**config.mk**
```make
export PLATFORM = sky130hd
export DESIGN_NAME = rgb_pingpong_seq
export DESIGN_NICKNAME = d
export VERILOG_FILES = /design/src/rtl/rgb_pingpong_seq.sv
export SDC_FILE = /design/constraint.sdc
export NUM_CORES = 1
export LEC_CHECK = 0
export ABC_AREA = 1
export CORE_ASPECT_RATIO = 0.6
export CORE_UTILIZATION = 60
export DETAILED_ROUTE_END_ITERATION = 10
export PLACE_DENSITY = 0.79
export SLEW_MARGIN = 15
export SYNTH_ARGS = -nofsm -noshare
export SYNTH_HDL_FRONTEND = slang
export SYNTH_SLANG_ARGS = --single-unit
```
**constraint.sdc**
```tcl
create_clock -name Clock -period 8.57 [get_ports Clock]
set_input_delay 1.714 -clock Clock [delete_from_list [all_inputs] [get_ports Clock]]
set_output_delay 1.714 -clock Clock [all_outputs]
set_load 0.02 [all_outputs]
```
**src/rtl/rgb_pingpong_seq.sv**
```systemverilog
// Ping-pong pixel buffer with an R/G/B colour-phase sequencer.
// Fills two DEPTH-pixel banks in turn and drains each full bank one byte per cycle.
//
// Ports:
//   Clock, Reset          rising-edge clock, async active-high reset
//   PixelIn/PixelValid    24-bit {R,G,B} pixel in, qualified by PixelValid
//   PixelReady            write bank is not full
//   OutEnable             downstream accepting bytes; low stalls the sequencer
//   Buf0Out*/Buf1Out*     current pixel of each bank, held between loads
//   SelR/G/B0, SelR/G/B1  one-hot colour strobes per bank
//   LineDone              one-cycle pulse after a bank is fully drained
module rgb_pingpong_seq #(
    parameter int DEPTH = 8,
    parameter int AW    = 3
) (
    input  logic        Clock,
    input  logic        Reset,
    input  logic [23:0] PixelIn,
    input  logic        PixelValid,
    output logic        PixelReady,
    input  logic        OutEnable,
    output logic [7:0]  Buf0OutR,
    output logic [7:0]  Buf0OutG,
    output logic [7:0]  Buf0OutB,
    output logic [7:0]  Buf1OutR,
    output logic [7:0]  Buf1OutG,
    output logic [7:0]  Buf1OutB,
    output logic        SelR0,
    output logic        SelG0,
    output logic        SelB0,
    output logic        SelR1,
    output logic        SelG1,
    output logic        SelB1,
    output logic        LineDone
);

    typedef enum logic [1:0] {
        IDLE,
        PH_R,
        PH_G,
        PH_B
    } state_t;

    localparam logic [AW-1:0] LAST = AW'(DEPTH - 1);

    // Pixel storage; contents are deliberately left unreset.
    logic [23:0] mem_q [2][DEPTH];

    logic          wr_bank_q, wr_bank_d;
    logic [AW-1:0] wr_addr_q, wr_addr_d;
    logic [1:0]    full_q, full_d;

    logic          rd_bank_q, rd_bank_d;
    logic [AW-1:0] rd_addr_q, rd_addr_d;
    state_t        state_q, state_d;

    logic [23:0]   buf0_q, buf0_d;
    logic [23:0]   buf1_q, buf1_d;
    logic          line_done_q, line_done_d;

    logic          wr_fire;
    logic          wr_last;
    logic          rd_last;
    logic          load;
    logic          clr_full;
    logic [AW-1:0] load_addr;
    logic [23:0]   load_pix;

    assign PixelReady = !full_q[wr_bank_q];
    assign wr_fire    = PixelValid && PixelReady;
    assign wr_last    = (wr_addr_q == LAST);
    assign rd_last    = (rd_addr_q == LAST);
    assign load_pix   = mem_q[rd_bank_q][load_addr];

    always_ff @(posedge Clock) begin
        if (wr_fire) begin
            mem_q[wr_bank_q][wr_addr_q] <= PixelIn;
        end
    end

    // Write side
    always_comb begin
        wr_bank_d = wr_bank_q;
        wr_addr_d = wr_addr_q;
        if (wr_fire) begin
            if (wr_last) begin
                wr_addr_d = '0;
                wr_bank_d = !wr_bank_q;
            end else begin
                wr_addr_d = wr_addr_q + 1'b1;
            end
        end
    end

    // Read sequencer
    always_comb begin
        state_d     = state_q;
        rd_bank_d   = rd_bank_q;
        rd_addr_d   = rd_addr_q;
        load        = 1'b0;
        load_addr   = rd_addr_q;
        clr_full    = 1'b0;
        line_done_d = 1'b0;
        unique case (state_q)
            IDLE: begin
                if (full_q[rd_bank_q]) begin
                    state_d = PH_R;
                    load    = 1'b1;
                end
            end
            PH_R: begin
                if (OutEnable) begin
                    state_d = PH_G;
                end
            end
            PH_G: begin
                if (OutEnable) begin
                    state_d = PH_B;
                end
            end
            PH_B: begin
                if (OutEnable) begin
                    if (rd_last) begin
                        clr_full    = 1'b1;
                        rd_addr_d   = '0;
                        rd_bank_d   = !rd_bank_q;
                        line_done_d = 1'b1;
                        state_d     = IDLE;
                    end else begin
                        rd_addr_d = rd_addr_q + 1'b1;
                        load_addr = rd_addr_q + 1'b1;
                        load      = 1'b1;
                        state_d   = PH_R;
                    end
                end
            end
            default: begin
                state_d = IDLE;
            end
        endcase
    end

    // Set and clear always target different banks, so both may apply.
    always_comb begin
        full_d = full_q;
        if (wr_fire && wr_last) begin
            full_d[wr_bank_q] = 1'b1;
        end
        if (clr_full) begin
            full_d[rd_bank_q] = 1'b0;
        end
    end

    always_comb begin
        buf0_d = buf0_q;
        buf1_d = buf1_q;
        if (load) begin
            if (rd_bank_q) begin
                buf1_d = load_pix;
            end else begin
                buf0_d = load_pix;
            end
        end
    end

    always_ff @(posedge Clock or posedge Reset) begin
        if (Reset) begin
            wr_bank_q   <= 1'b0;
            wr_addr_q   <= '0;
            full_q      <= '0;
            rd_bank_q   <= 1'b0;
            rd_addr_q   <= '0;
            state_q     <= IDLE;
            buf0_q      <= '0;
            buf1_q      <= '0;
            line_done_q <= 1'b0;
        end else begin
            wr_bank_q   <= wr_bank_d;
            wr_addr_q   <= wr_addr_d;
            full_q      <= full_d;
            rd_bank_q   <= rd_bank_d;
            rd_addr_q   <= rd_addr_d;
            state_q     <= state_d;
            buf0_q      <= buf0_d;
            buf1_q      <= buf1_d;
            line_done_q <= line_done_d;
        end
    end

    // Strobes gate on OutEnable so a stalled phase emits nothing.
    assign SelR0 = (state_q == PH_R) && !rd_bank_q && OutEnable;
    assign SelG0 = (state_q == PH_G) && !rd_bank_q && OutEnable;
    assign SelB0 = (state_q == PH_B) && !rd_bank_q && OutEnable;
    assign SelR1 = (state_q == PH_R) &&  rd_bank_q && OutEnable;
    assign SelG1 = (state_q == PH_G) &&  rd_bank_q && OutEnable;
    assign SelB1 = (state_q == PH_B) &&  rd_bank_q && OutEnable;

    assign Buf0OutR = buf0_q[23:16];
    assign Buf0OutG = buf0_q[15:8];
    assign Buf0OutB = buf0_q[7:0];
    assign Buf1OutR = buf1_q[23:16];
    assign Buf1OutG = buf1_q[15:8];
    assign Buf1OutB = buf1_q[7:0];
    assign LineDone = line_done_q;

endmodule

```
==> run_results.csv, run 1 <==
group,metric,value,unit
worst_setup_path,cpPeakStageDelay,0.66,ns
worst_setup_path,crit_family,"buffers and inverters",
pwr,power_frac_seq,39.8,%
floorplanning,core,30300,sq um
routing,ant_nets,0,
floorplanning,die_h,139,um
floorplanning,fp.dieW,230,um
worst_setup_path,cp_slowest_cell,"clkdlybuf4s50_1",
cts,clockBufferDepth,3,
pwr,clockPowerShare,26.4,%
worst_setup_path,cpMostUsedCell,"clkdlybuf4s50_1",
pwr,powerDensity,332,nW/um^2
synthesis,syn_area_per_cell,10.4,sq um
timing,final_hold_viol_count,0,
worst_setup_path,path_buf_inv,2,
synthesis,netlist_area,18700,sq um
cts,clk_pin_slew,0.06,ns
cts,cts_buffers,39,
pwr,pwr-share-comb,33.7,%
cts,cts-resized-gates,0,
synthesis,synth_fp_nets,1839,
cts,ctsHoldBuffers,0,
synthesis,ys_ff_latch,445,
global_route,grt_pass1_wl,73600,um
timing,slew_headroom,18.4,%
timing,fin_crit,4.99,ns
pwr,p_int,4.42,mW
timing,skew,0.0140,ns
routing,remaining_drc_errors,0,
pwr,irDropWorstVdd,0.221,mV
layout,nets,1896,
timing,maxSlewViolCount,0,
routing,via_per_inst,5.76,
floorplanning,ios,84,
cts,cts_tree,"built",
worst_setup_path,arrival,3.27,ns
global_route,gr-usage-all-layers,31.1,%
worst_setup_path,crit_path_end_kind,"output port",
layout,synthToLayoutAreaGrowth,13.8,%
global_route,gr-total-overflow,0,
cts,h-tree-depth,2,
worst_setup_path,worstPathMaxFanout,7,
timing,finalSetupTns,0,ns
routing,routedWlPerCell,21.2,um
floorplanning,rows,49,
min_path,hold_class,"flop to flop",
worst_setup_path,worst-setup-path-type,"input pin to output port",
job,maxCapViolCount,0,
timing,rsz0062_at_grt,"false",
layout,design_area,21300,sq um
cts,cts_root_buf,"clkbuf_16",
timing,fmaxAchievable,0.201,GHz
cts,post_cts.repair.setup_buffers,0,
synthesis,yosysWarningCount,0,
global_route,first_global_vias,12200,
worst_setup_path,path_cells,"clkdlybuf4s50_1 > nand2_1 > nor2_1 > clkdlybuf4s50_1",
status,outcome,"completed",
timing,tightestPinTransition,1.22,ns
timing,fin_crit_sh,58.2,%
worst_setup_path,critical_path_required,6.86,ns
routing,num_vias,13200,
routing,wl,48800,um
cts,clock_latency,0.55,ns
placement,finalWeightedCongestion,0.833,
placement,dp_hpwl,26100,um
cts,cts.sinks,445,
floorplanning,dieArea,32000,sq um
synthesis,ys_types,28,
global_route,grt_max_degree,90,
layout,post_route_cells_drive_above_1_share,6.25,%
placement,portBuffers,83,
pwr,power.net_switching,2.66,mW
routing,drtPass1Iterations,6,
global_route,grt_antenna_before_repair,1,
pwr,p_sw_share,37.6,%
routing,first_iter_violations,1855,
floorplanning,initial_utilization,61.7,%
pwr,total_leakage_power,8.85,nW
synthesis,seq_area_frac_synth,69.7,%
placement,placed_cell_area,20000,sq um
synthesis,netlist_instances,1800,
worst_setup_path,startpoint_type,"input pin",
timing,setup_viol,0,
-- tightest hold or removal path: stages, from the launching register on --
cell     delay [ns]
dfrtp_1        0.35
nand2_1        0.05
nand2_1        0.05
-- cells in the mapped netlist, drive strengths merged --
master / n / area (sq um)
clkinv: 1 / 3.75
nand3: 209 / 1050
o21ai: 34 / 174
buf: 52 / 264
edfxtp: 384 / 11500
a21oi: 7 / 35.0
nand4: 20 / 125
clkbuf: 43 / 163
nor2: 89 / 339
nand2: 766 / 2890
dfrtp: 61 / 1530
ha: 11 / 138
and2: 5 / 31.3
nor3: 13 / 65.1
inv: 103 / 387
xor2: 2 / 17.5
-- power groups by stage --
stage               clock network, mW  registers [mW]  logic [mW]
floorplan                           0            2.86        1.44
global placement                    0            2.84        2.27
detailed placement                  0            2.85        2.33
CTS                              1.89            2.81        2.35
global route                     1.97            2.84        2.60
finish                           1.87            2.82        2.39
-- cells in the final DEF (no fill, tap or decap), drive strengths merged, types with 20 or more instances in the layout --
cell type	n
buf	28
clkbuf	55
clkdlybuf4s50	83
dfrtp	61
edfxtp	384
inv	103
nand2	766
nand3	209
nand4	20
nor2	89
o21ai	34
-- metrics by stage --
step / utilization, % / setup WS, ns / hold slack, ns / cells / power, mW
after global placement: 65.8 / 3.60 / 0.465 / 2224 / 5.11
after detailed placement: 65.8 / 3.60 / 0.465 / 2224 / 5.18
final: 70.2 / 3.58 / 0.484 / 2296 / 7.08
after global routing: 70.2 / 3.46 / 0.504 / 2295 / 7.41
after CTS: 70.2 / 3.59 / 0.483 / 2295 / 7.04
after floorplan: - / 4.36 / 0.476 / 1800 / 4.30
-- kinds of logic after synthesis --
| family | share of synthesized area (%) |
|---|---|
| simple gates | 24.0 |
| compound gates | 1.12 |
| fa+ha+maj | 0.734 |
| xor+xnor | 0.0935 |
| flops | 69.7 |
| buf+inv | 4.36 |
-- sequential cells by signal, indices dropped and copies added (netlist names) --
| name | flops |
|---|---|
| buf0_q | 24 |
| mem_q | 384 |
| wr_bank_q | 1 |
| wr_addr_q | 3 |
| rd_bank_q | 1 |
| rd_addr_q | 3 |
| state_q | 2 |
| LineDone | 1 |
| full_q | 2 |
| buf1_q | 24 |
-- final timing paths --
kind	startpoint	to	slack (ns)	depth (start not counted)
setup reg to reg	rd_bank_q$_DFFE_PP0P_	buf1_q[21]$_DFFE_PP0P_	4.49	11
hold / removal	buf0_q[18]$_DFFE_PP0P_	buf0_q[18]$_DFFE_PP0P_	0.48	2
max in group asynchronous	Reset	rd_bank_q$_DFFE_PP0P_	6.15	3
min in group asynchronous	Reset	rd_bank_q$_DFFE_PP0P_	1.76	3
hold reg to reg	buf0_q[18]$_DFFE_PP0P_	buf0_q[18]$_DFFE_PP0P_	0.48	2
setup / recovery	OutEnable	SelR1	3.58	4
-- layer usage --
metal	routed length, um	vias to the layer above	track usage (%)
met2	20800	809	44.5
met1	19700	6252	45.9
met5	0	-	0
met3	7110	94	9.95
met4	1150	0	8.99
li1	-	6072	-
-- area by class of cell --
| type | instances | area [sq um] |
|---|---|---|
| Fill cell | 2154 | 9030 |
| Timing Repair Buffer | 111 | 1040 |
| Tap cell | 408 | 510 |
| Sequential cell | 445 | 13100 |
| Antenna cell | 1 | 2.50 |
| Inverter | 104 | 393 |
| Multi-Input combinational cell | 1156 | 4950 |
| Clock buffer | 55 | 1120 |
| Clock inverter | 16 | 241 |
(Power assumes the default switching activity.)
==> run 2: changes to the inputs <==
- clock period: 8.57 -> 4.9 ns (I/O delays scaled with it)
==> run 2 against run 1 <==
- global-route usage is 0.73 points higher
- sequential share of layout area is 0.35 points higher
- power is 71% higher
- critical path type unchanged
- clock skew is 0.010 ns higher
- flip-flop and latch count stayed put
==> run_results.csv, run 2 (synthesis gave the netlist of run 1 again) <==
group,metric,value,unit
timing,fmaxAchievable,0.285,GHz
worst_setup_path,cpPeakStageDelay,0.66,ns
worst_setup_path,worst-setup-path-type,"input pin to output port",
placement,finalWeightedCongestion,0.849,
cts,ctsHoldBuffers,0,
worst_setup_path,path_cells,"clkdlybuf4s50_1 > nand2_1 > nor2_1 > clkdlybuf4s50_1",
worst_setup_path,path_buf_inv,2,
timing,tightestPinTransition,1.21,ns
min_path,min_from,"buf0_q[18]$_DFFE_PP0P_",
worst_setup_path,r2r_cells,13,
pwr,pwr-share-comb,35.0,%
global_route,grt_max_degree,217,
pwr,power.net_switching,4.66,mW
worst_setup_path,startpoint_type,"input pin",
floorplanning,core,30300,sq um
pwr,total_leakage_power,8.79,nW
routing,first_iter_violations,2031,
floorplanning,fp.dieW,230,um
pwr,power_frac_seq,40.6,%
pwr,clockPowerShare,24.4,%
timing,fin_crit,3.50,ns
layout,fillCellCount,2129,
global_route,grt_antenna_before_repair,4,
placement,portBuffers,83,
worst_setup_path,critical_path_required,3.92,ns
worst_setup_path,crit_path_end_kind,"output port",
timing,rsz0062_at_grt,"false",
timing,final_hold_viol_count,0,
layout,largest_reg_flops,384,
timing,setup_viol,0,
placement,placed_cell_area,20000,sq um
layout,nets,1899,
timing,skew,0.0240,ns
floorplanning,dieArea,32000,sq um
pwr,p_int,7.45,mW
layout,design_area,21200,sq um
layout,top_regs,"mem_q: 384 flops, buf0_q: 24 flops, buf1_q: 24 flops",
job,maxCapViolCount,0,
layout,synthToLayoutAreaGrowth,13.1,%
global_route,gr-total-overflow,0,
cts,cts_root_buf,"clkbuf_16",
timing,finalSetupTns,0,ns
cts,h-tree-depth,2,
worst_setup_path,cp_slowest_cell,"clkdlybuf4s50_1",
routing,via_per_inst,5.83,
pwr,powerDensity,571,nW/um^2
layout,post-route-util,69.8,%
cts,clk_pin_slew,0.06,ns
worst_setup_path,r2r_start,"rd_addr_q[0]$_DFFE_PP0P_",
layout,largest-register,"mem_q",
placement,dp_hpwl,27200,um
cts,cts_buffers,40,
floorplanning,ios,84,
floorplanning,die_h,139,um
routing,remaining_drc_errors,0,
pwr,irDropWorstVdd,0.548,mV
global_route,grt_pass1_wl,75200,um
worst_setup_path,worstPathMaxFanout,7,
timing,maxSlewViolCount,0,
min_path,hold_class,"flop to flop",
cts,cts-resized-gates,0,
worst_setup_path,r2r_end,"buf0_q[14]$_DFFE_PP0P_",
routing,ant_nets,0,
floorplanning,rows,49,
timing,fin_crit_sh,71.5,%
cts,cts.sinks,445,
pwr,p_sw_share,38.5,%
global_route,gr-usage-all-layers,31.8,%
status,outcome,"completed",
cts,clockBufferDepth,3,
routing,wl,49900,um
routing,num_vias,13400,
worst_setup_path,crit_family,"buffers and inverters",
cts,cts_tree,"built",
worst_setup_path,arrival,2.52,ns
floorplanning,initial_utilization,61.7,%
layout,post_route_cells_drive_above_1_share,5.88,%
cts,clock_latency,0.55,ns
min_path,min_to,"buf0_q[18]$_DFFE_PP0P_",
layout,final_common_cell,"nand2_1",
worst_setup_path,rrSetupSlack,1.55,ns
cts,post_cts.repair.setup_buffers,0,
worst_setup_path,crit_start,"OutEnable",
timing,slew_headroom,19.2,%
worst_setup_path,cpMostUsedCell,"clkdlybuf4s50_1",
global_route,first_global_vias,12500,
min_path,hold_path_depth,2,
layout,final_cell_mix,"762 x nand2_1, 384 x edfxtp_1, 208 x nand3_1, 97 x inv_1",
routing,drtPass1Iterations,8,
routing,routedWlPerCell,21.7,um
run 2: cell count changes in the layout (fill, tap and decap cells not counted):
cell and delta:
clkinv_4 +1, buf_12 +2, clkbuf_8 -2, clkinv_1 +7, bufinv_16 -5, diode_2 +1
clkinvlp_4 -3
run 2: how the worst max path moves through the flow:
| stage | to | slack, ns | cells after the start |
|---|---|---|---|
| global route | SelG0 | 1.29 | 4 |
| global placement | buf1_q[13]$_DFFE_PP0P_ | 1.29 | 11 |
| detailed placement | buf0_q[10]$_DFFE_PP0P_ | 1.19 | 11 |
| floorplan | mem_q[0][144]$_DFFE_PP_ | 1.36 | 5 |
| CTS | SelR1 | 1.41 | 4 |
| finish | SelR1 | 1.40 | 4 |
run 2: routing by layer:
metal | vias up | wire (um) | global-route usage, %
li1 | 6072 | - | -
met1 | 6284 | 20100 | 48.7
met2 | 901 | 21000 | 44.3
met3 | 136 | 7160 | 8.14
met4 | 0 | 1690 | 11.2
met5 | - | 0 | 0
run 2: power groups by stage:
stage	Clock [mW]	Sequential, mW	Combinational, mW
2_1_floorplan	0	5.01	2.52
3_3_place_gp	0	4.94	4.00
3_5_place_dp	0	4.95	4.13
4_1_cts	2.97	4.88	4.17
5_1_grt	3.10	4.93	4.61
6_report	2.95	4.91	4.24
run 2: through the flow:
| stage | setup slack (ns) | hold slack [ns] | total power [mW] | cells |
|---|---|---|---|---|
| finish | 1.40 | 0.483 | 12.1 | 2297 |
| global route | 1.29 | 0.498 | 12.6 | 2296 |
| CTS | 1.41 | 0.484 | 12.0 | 2295 |
| detailed placement | 1.19 | 0.466 | 9.08 | 2226 |
| global placement | 1.29 | 0.465 | 8.94 | 2226 |
| floorplan | 1.36 | 0.476 | 7.52 | 1800 |
run 2: cell type report:
cell class / count / area (sq um) / share of cell area, %
sequential: 445 / 13100 / 61.6
inverter: 104 / 393 / 1.85
timing repair buffer: 113 / 1080 / 5.10
tap: 408 / 510 / 2.41
clock inverter: 16 / 104 / 0.490
antenna: 2 / 5.00 / 0.0236
clock buffer: 53 / 1090 / 5.15
multi-input combinational: 1156 / 4950 / 23.3
run 2: worst register-to-register path, delay by kind of cell (launching register included):
family / cells / cell delay, ns
buffers and inverters: 3 / 0.56
adders and majority gates: 3 / 0.71
DFF: 1 / 0.44
and+or+nand+nor: 6 / 1.34
AOI/OAI and AO/OA: 1 / 0.18
